### src/rtl/muldiv_sequencer.sv
// Iterative RISC-V M-extension unit: 32-cycle shift-add multiply / restoring divide.
// Optional early completion for trivial operands is enabled by defining MULDIV_FAST_PATH_EN.
module muldiv_sequencer (
    input  logic        clk,
    input  logic        rst_n,
    input  logic        in_valid,
    input  logic [2:0]  in_funct3,
    input  logic [31:0] in_rs1_data,
    input  logic [31:0] in_rs2_data,
    input  logic        in_flush,
    output logic        busy,
    output logic        out_valid,
    output logic [31:0] out_res
);

    typedef enum logic [1:0] {
        IDLE = 2'd0,
        BUSY = 2'd1,
        DONE = 2'd2
    } state_t;

    state_t      state_r, state_nxt_s;
    logic [4:0]  cnt_r;
    logic [2:0]  funct3_r;
    logic [31:0] opb_r, acc_hi_r, acc_lo_r;
    logic        res_neg_r;

    logic        accept_s, last_iter_s;
    logic        a_signed_s, b_signed_s, a_neg_s, b_neg_s, neg_s;
    logic [31:0] a_mag_s, b_mag_s;
    logic [32:0] sum_s, shl_s, diff_s;
    logic [31:0] iter_hi_s, iter_lo_s;
    logic [63:0] prod_s;
    logic [31:0] final_res_s;
`ifdef MULDIV_FAST_PATH_EN
    logic        div0_s, ovf_s, mzero_s, fast_hit_s;
    logic [31:0] fast_res_s;
`endif

    function automatic logic [31:0] neg32(input logic [31:0] v, input logic en);
        return en ? (~v + 32'd1) : v;
    endfunction

    function automatic logic [63:0] neg64(input logic [63:0] v, input logic en);
        return en ? (~v + 64'd1) : v;
    endfunction

    // Operand decode: signedness, magnitudes and the sign the final result must carry
    always_comb begin
        a_signed_s = (in_funct3 == 3'd1) || (in_funct3 == 3'd2) ||
                     (in_funct3 == 3'd4) || (in_funct3 == 3'd6);
        b_signed_s = (in_funct3 == 3'd1) || (in_funct3 == 3'd4) || (in_funct3 == 3'd6);
        a_neg_s    = a_signed_s & in_rs1_data[31];
        b_neg_s    = b_signed_s & in_rs2_data[31];
        a_mag_s    = neg32(in_rs1_data, a_neg_s);
        b_mag_s    = neg32(in_rs2_data, b_neg_s);
        case (in_funct3)
            3'd0, 3'd1, 3'd2, 3'd3: neg_s = a_neg_s ^ b_neg_s;
            // a zero divisor must leave the all-ones quotient un-negated
            3'd4:                   neg_s = (a_neg_s ^ b_neg_s) & (in_rs2_data != 32'd0);
            3'd6:                   neg_s = a_neg_s;
            default:                neg_s = 1'b0;
        endcase
`ifdef MULDIV_FAST_PATH_EN
        div0_s     = in_funct3[2] & (in_rs2_data == 32'd0);
        ovf_s      = ((in_funct3 == 3'd4) || (in_funct3 == 3'd6)) &&
                     (in_rs1_data == 32'h8000_0000) && (in_rs2_data == 32'hFFFF_FFFF);
        mzero_s    = ~in_funct3[2] & ((in_rs1_data == 32'd0) || (in_rs2_data == 32'd0));
        fast_hit_s = div0_s | ovf_s | mzero_s;
        if (div0_s) begin
            fast_res_s = in_funct3[1] ? in_rs1_data : 32'hFFFF_FFFF;
        end else if (ovf_s) begin
            fast_res_s = in_funct3[1] ? 32'd0 : 32'h8000_0000;
        end else begin
            fast_res_s = 32'd0;
        end
`endif
    end

    // One datapath iteration plus the signed result formed from the final iteration
    always_comb begin
        sum_s  = {1'b0, acc_hi_r} + (acc_lo_r[0] ? {1'b0, opb_r} : 33'd0);
        shl_s  = {acc_hi_r, acc_lo_r[31]};
        diff_s = shl_s - {1'b0, opb_r};
        if (!funct3_r[2]) begin
            iter_hi_s = sum_s[32:1];
            iter_lo_s = {sum_s[0], acc_lo_r[31:1]};
        end else if (!diff_s[32]) begin
            iter_hi_s = diff_s[31:0];
            iter_lo_s = {acc_lo_r[30:0], 1'b1};
        end else begin
            iter_hi_s = shl_s[31:0];
            iter_lo_s = {acc_lo_r[30:0], 1'b0};
        end
        prod_s = neg64({iter_hi_s, iter_lo_s}, res_neg_r);
        if (!funct3_r[2]) begin
            final_res_s = (funct3_r == 3'd0) ? prod_s[31:0] : prod_s[63:32];
        end else if (funct3_r[1]) begin
            final_res_s = neg32(iter_hi_s, res_neg_r);
        end else begin
            final_res_s = neg32(iter_lo_s, res_neg_r);
        end
    end

    // Next-state logic; flush overrides every transition
    always_comb begin
        state_nxt_s = state_r;
        accept_s    = (state_r == IDLE) && in_valid && !in_flush;
        last_iter_s = (state_r == BUSY) && (cnt_r == 5'd31);
        case (state_r)
            IDLE: begin
                if (accept_s) begin
`ifdef MULDIV_FAST_PATH_EN
                    state_nxt_s = fast_hit_s ? DONE : BUSY;
`else
                    state_nxt_s = BUSY;
`endif
                end else begin
                    state_nxt_s = IDLE;
                end
            end
            BUSY:    state_nxt_s = last_iter_s ? DONE : BUSY;
            DONE:    state_nxt_s = IDLE;
            default: state_nxt_s = IDLE;
        endcase
        if (in_flush) begin
            state_nxt_s = IDLE;
        end else begin
            state_nxt_s = state_nxt_s;
        end
    end

    // State, datapath and registered outputs
    always_ff @(posedge clk) begin
        if (!rst_n) begin
            state_r   <= IDLE;
            cnt_r     <= 5'd0;
            funct3_r  <= 3'd0;
            opb_r     <= 32'd0;
            acc_hi_r  <= 32'd0;
            acc_lo_r  <= 32'd0;
            res_neg_r <= 1'b0;
            busy      <= 1'b0;
            out_valid <= 1'b0;
            out_res   <= 32'd0;
        end else begin
            state_r   <= state_nxt_s;
            busy      <= (state_nxt_s != IDLE);
            out_valid <= (state_nxt_s == DONE);
            if (accept_s) begin
                cnt_r     <= 5'd0;
                funct3_r  <= in_funct3;
                opb_r     <= b_mag_s;
                acc_hi_r  <= 32'd0;
                acc_lo_r  <= a_mag_s;
                res_neg_r <= neg_s;
            end else if (state_r == BUSY && !in_flush) begin
                cnt_r    <= cnt_r + 5'd1;
                acc_hi_r <= iter_hi_s;
                acc_lo_r <= iter_lo_s;
            end else begin
                cnt_r    <= in_flush ? 5'd0 : cnt_r;
            end
            if (last_iter_s && !in_flush) begin
                out_res <= final_res_s;
`ifdef MULDIV_FAST_PATH_EN
            end else if (accept_s && fast_hit_s) begin
                out_res <= fast_res_s;
`endif
            end else begin
                out_res <= out_res;
            end
        end
    end

endmodule

### config.mk
export PLATFORM = sky130hd
export DESIGN_NAME = muldiv_sequencer
export DESIGN_NICKNAME = d
export VERILOG_FILES = /design/src/rtl/muldiv_sequencer.sv
export SDC_FILE = /design/constraint.sdc
export NUM_CORES = 1
export LEC_CHECK = 0
export CORE_MARGIN = 5
export CORE_UTILIZATION = 57
export CTS_CLUSTER_SIZE = 16
export DETAILED_ROUTE_END_ITERATION = 7
export PLACE_DENSITY_LB_ADDON = 0.05
export SLEW_MARGIN = 5
export SYNTH_ARGS = -nofsm -noshare
export SYNTH_HDL_FRONTEND = slang
export SYNTH_SLANG_ARGS = --single-unit
### constraint.sdc
create_clock -name clk -period 9.61 [get_ports clk]
set_input_delay 1.922 -clock clk [delete_from_list [all_inputs] [get_ports clk]]
set_output_delay 1.922 -clock clk [all_outputs]
set_load 0.1 [all_outputs]
==> metrics.yaml <==
clocking:
  root_buffer: "clkbuf_16"
  cts_buffer_depth: 2
  post_cts_buffers: 0
  cts.htree.levels: 4
  cts_buffers: 17
  cts_sinks: 141
  cts.repair.resized: 0
  clock_latency_ns: 0.44
  cts_hold_buf: 0
  tritoncts: "yes"
  clk_pin_slew_worst_paths_ns: 0.07
placement:
  place_ws_ns: 3.85
  finalWeightedCongestion: 1.03
  io_buffer_count: 104
  placedCellCount: 2340
  hpwl_mm: 39.9
critical_path:
  cp-end-kind: "flop"
  r2r_cells: 22
  crit_path_max_fanout: 9
  worstPathRequired_ns: 9.94
  critPathLaunch: "acc_lo_r[31]"
  critPathLaunchType: "flop"
  critical_path_class: "reg2reg"
  r2r_end: "out_res[10]"
  ff2ff_setup_slack_ns: 3.71
  arrival_ns: 6.23
  rr_startpoint: "acc_lo_r[31]"
  endpoint: "out_res[10]"
route:
  drc: 1
  drt_iter0_drc: 1787
  ant_nets: 0
  wire_per_inst_um: 22.1
  drt-vias-per-instance: 6.65
  num_vias: 15800
  dr.pass1.iters: 8
  wl_mm: 52.5
grt:
  grt_remaining_overflow: 0
  grt_util_met1_pct: 48.4
  grt_max_degree: 79
  met3_usage_pct: 7.62
  grt_pass1_wl_mm: 81.1
  busiest_layer: "met2"
  grt_pass1_vias: 14700
  grt_antenna_before_repair: 0
  use_met2_pct: 54.6
  track_usage_pct: 35.4
logic_synthesis:
  synthesis.nets: 2147
  syn_area_per_cell_um2: 7.22
  synth.area.mux_share_pct: 4.79
  synth_area_um2: 14500
  async_reset_ff_share_pct: 0
  synthXorXnorAreaFrac_pct: 9.81
  synth_edf_count: 0
  post-synth-top-area-cell: "dfxtp_1"
  synth-simple-area-share_pct: 23.7
  yosysTopAreaCellShare_pct: 19.5
  yosysUniqueCellTypes: 89
  ys_ff_latch: 141
  ys_seq_area_share_pct: 19.5
  synth_top_family_by_area: "compound AO/OA/AOI/OAI gates"
  yosys.area_share.adder_pct: 6.33
  yosys_most_used_dff: "dfxtp_1"
  synth_compound_area_share_pct: 30.8
  yosys_warnings: 0
  synth.area.top_cells: "dfxtp_1 (20%), nand2_1 (6.7%), a21oi_1 (6.1%)"
  syn_inst: 2004
sta:
  finalHoldViolations: 0
  fin_crit_sh_pct: 61.4
  fin_skew_ns: 0.0156
  worst_slew_pin_slew_ns: 1.09
  setup_viol_count_final: 0
  setup-tns-final_ns: 0
  rsz0062_at_grt: "no"
  fin_crit_ns: 5.90
  timing.fmax_mhz: 169
  finalMaxSlewViolations: 0
  maxSlewHeadroom_pct: 27.2
  setup_ws_ns: 3.71
final_layout:
  fin_nets: 2172
  final_common_cell: "nand2_1"
  layout-drive-gt1-share_pct: 5.44
  area_delta_synth_final_pct: 12.5
  antenna_cells: 0
  nFillCells: 2342
  final_cell_count_no_fill: 2372
  mostFrequentLayoutCells: "nand2_1 (258), a21oi_1 (175), nor2_1 (158)"
floorplan:
  die_area_um2: 28700
  dieHeight_um: 169
  start_util_pct: 57.6
  rows: 58
  ios: 105
  die_w_um: 169
  core_area_um2: 25100
power:
  p_leak_uw: 0.00654
  peakVddDrop_uv: 132
  powerDensity_nw_per_um2: 129
  p_total_uw: 2110
min_path:
  hold_path_class: "reg2reg"
flow_run:
  maxCapViolCount: 0
status:
  status: "finished with violations"
  violations: "design-rule violations"
[metrics by stage]
stage	util (%)	hold slack, ns	instance area, µm²
5_1_grt	64.8	0.492	16300
6_report	64.8	0.465	16300
3_3_place_gp	62.3	0.450	15600
4_1_cts	64.8	0.467	16300
3_5_place_dp	62.3	0.459	15600
2_1_floorplan	-	0.449	14500
[flip-flops by register name (all words and copies together), names as in the netlist]
name       cells
cnt_r          5
funct3_r       3
opb_r         32
state_r        2
busy           1
acc_hi_r      32
acc_lo_r      32
out_res       32
res_neg_r      1
out_valid      1
[layout make-up]
class	count	area [µm²]	share of cell area, %
clock buffer	20	468	2.88
timing repair buffer	127	1210	7.43
sequential	141	2830	17.4
multi-input combinational	1676	10900	67.2
clock inverter	12	171	1.05
tap	330	413	2.54
inverter	66	248	1.52
[metal layers]
layer	vias to the layer above	wire [µm]
li1	7389	-
met1	7392	22500
met2	862	22800
met3	142	5210
met4	0	2060
met5	-	0
[synthesized netlist by cell type (9+ instances only)]
cell	number
a21oi_1	175
o21bai_1	12
mux2_2	10
nand3_1	30
o211ai_1	36
nor4_1	12
nand2b_1	14
o2111ai_1	9
and3_1	14
o31ai_1	29
and2_1	47
nand4_1	15
mux2i_1	52
dfxtp_1	141
or2_2	10
nor2_1	159
nor3_1	59
a221oi_1	12
o22ai_1	13
a211oi_1	44
xor2_1	67
o21ai_0	129
a31oi_1	23
or3_1	27
o21a_1	15
o211a_1	40
a31o_2	10
o41ai_1	11
nor2b_1	27
a22o_1	10
buf_1	15
xnor2_1	95
clkbuf_1	88
a21boi_0	14
nand2_1	259
a21o_1	19
ha_1	70
buf_2	16
inv_1	65
[worst min-delay path by stage]
stage / startpoint / end / slack, ns / cells past startpoint
final: out_res[11] / out_res[11] / 0.46 / 2
after global routing: out_res[17] / out_res[17] / 0.49 / 2
after CTS: out_res[11] / out_res[11] / 0.47 / 2
after detailed placement: out_res[11] / out_res[11] / 0.46 / 2
after global placement: out_res[23] / out_res[23] / 0.45 / 1
after floorplan: opb_r[31] / opb_r[31] / 0.45 / 2
[kinds of logic (layout without fill, tap and decap cells)]
| family | count (synthesis) | after routing |
|---|---|---|
| xor gates and xnor gates | 162 | 162 |
| AOI/OAI and AO/OA | 662 | 662 |
| buffers and inverters | 187 | 225 |
| and+or+nand+nor | 715 | 715 |
| adders and majority gates | 72 | 72 |
| DFF | 141 | 141 |
| muxes | 65 | 65 |
[power by group]
| group | total [µW] | switching [µW] | internal [µW] |
|---|---|---|---|
| logic | 720 | 461 | 259 |
| clock network | 748 | 309 | 439 |
| registers | 638 | 29.7 | 608 |
[critical path: stages, from the launching register on]
cell and delay, ns:
dfxtp_1 0.32, inv_1 0.11, ha_1 0.18, inv_1 0.05
fa_1 0.42, a211oi_1 0.28, o211ai_1 0.18, and3_1 0.26
o211a_1 0.26, o211ai_2 0.18, nor2_1 0.15, nor2_1 0.18
ha_1 0.24, o21a_1 0.18, o2111ai_1 0.35, or3_1 0.57
or3_1 0.43, nor3_1 0.34, nand2_1 0.21, a32o_1 0.26
a2111oi_0 0.43, a21o_1 0.13, a21oi_1 0.06
(Power assumes the default switching activity.)
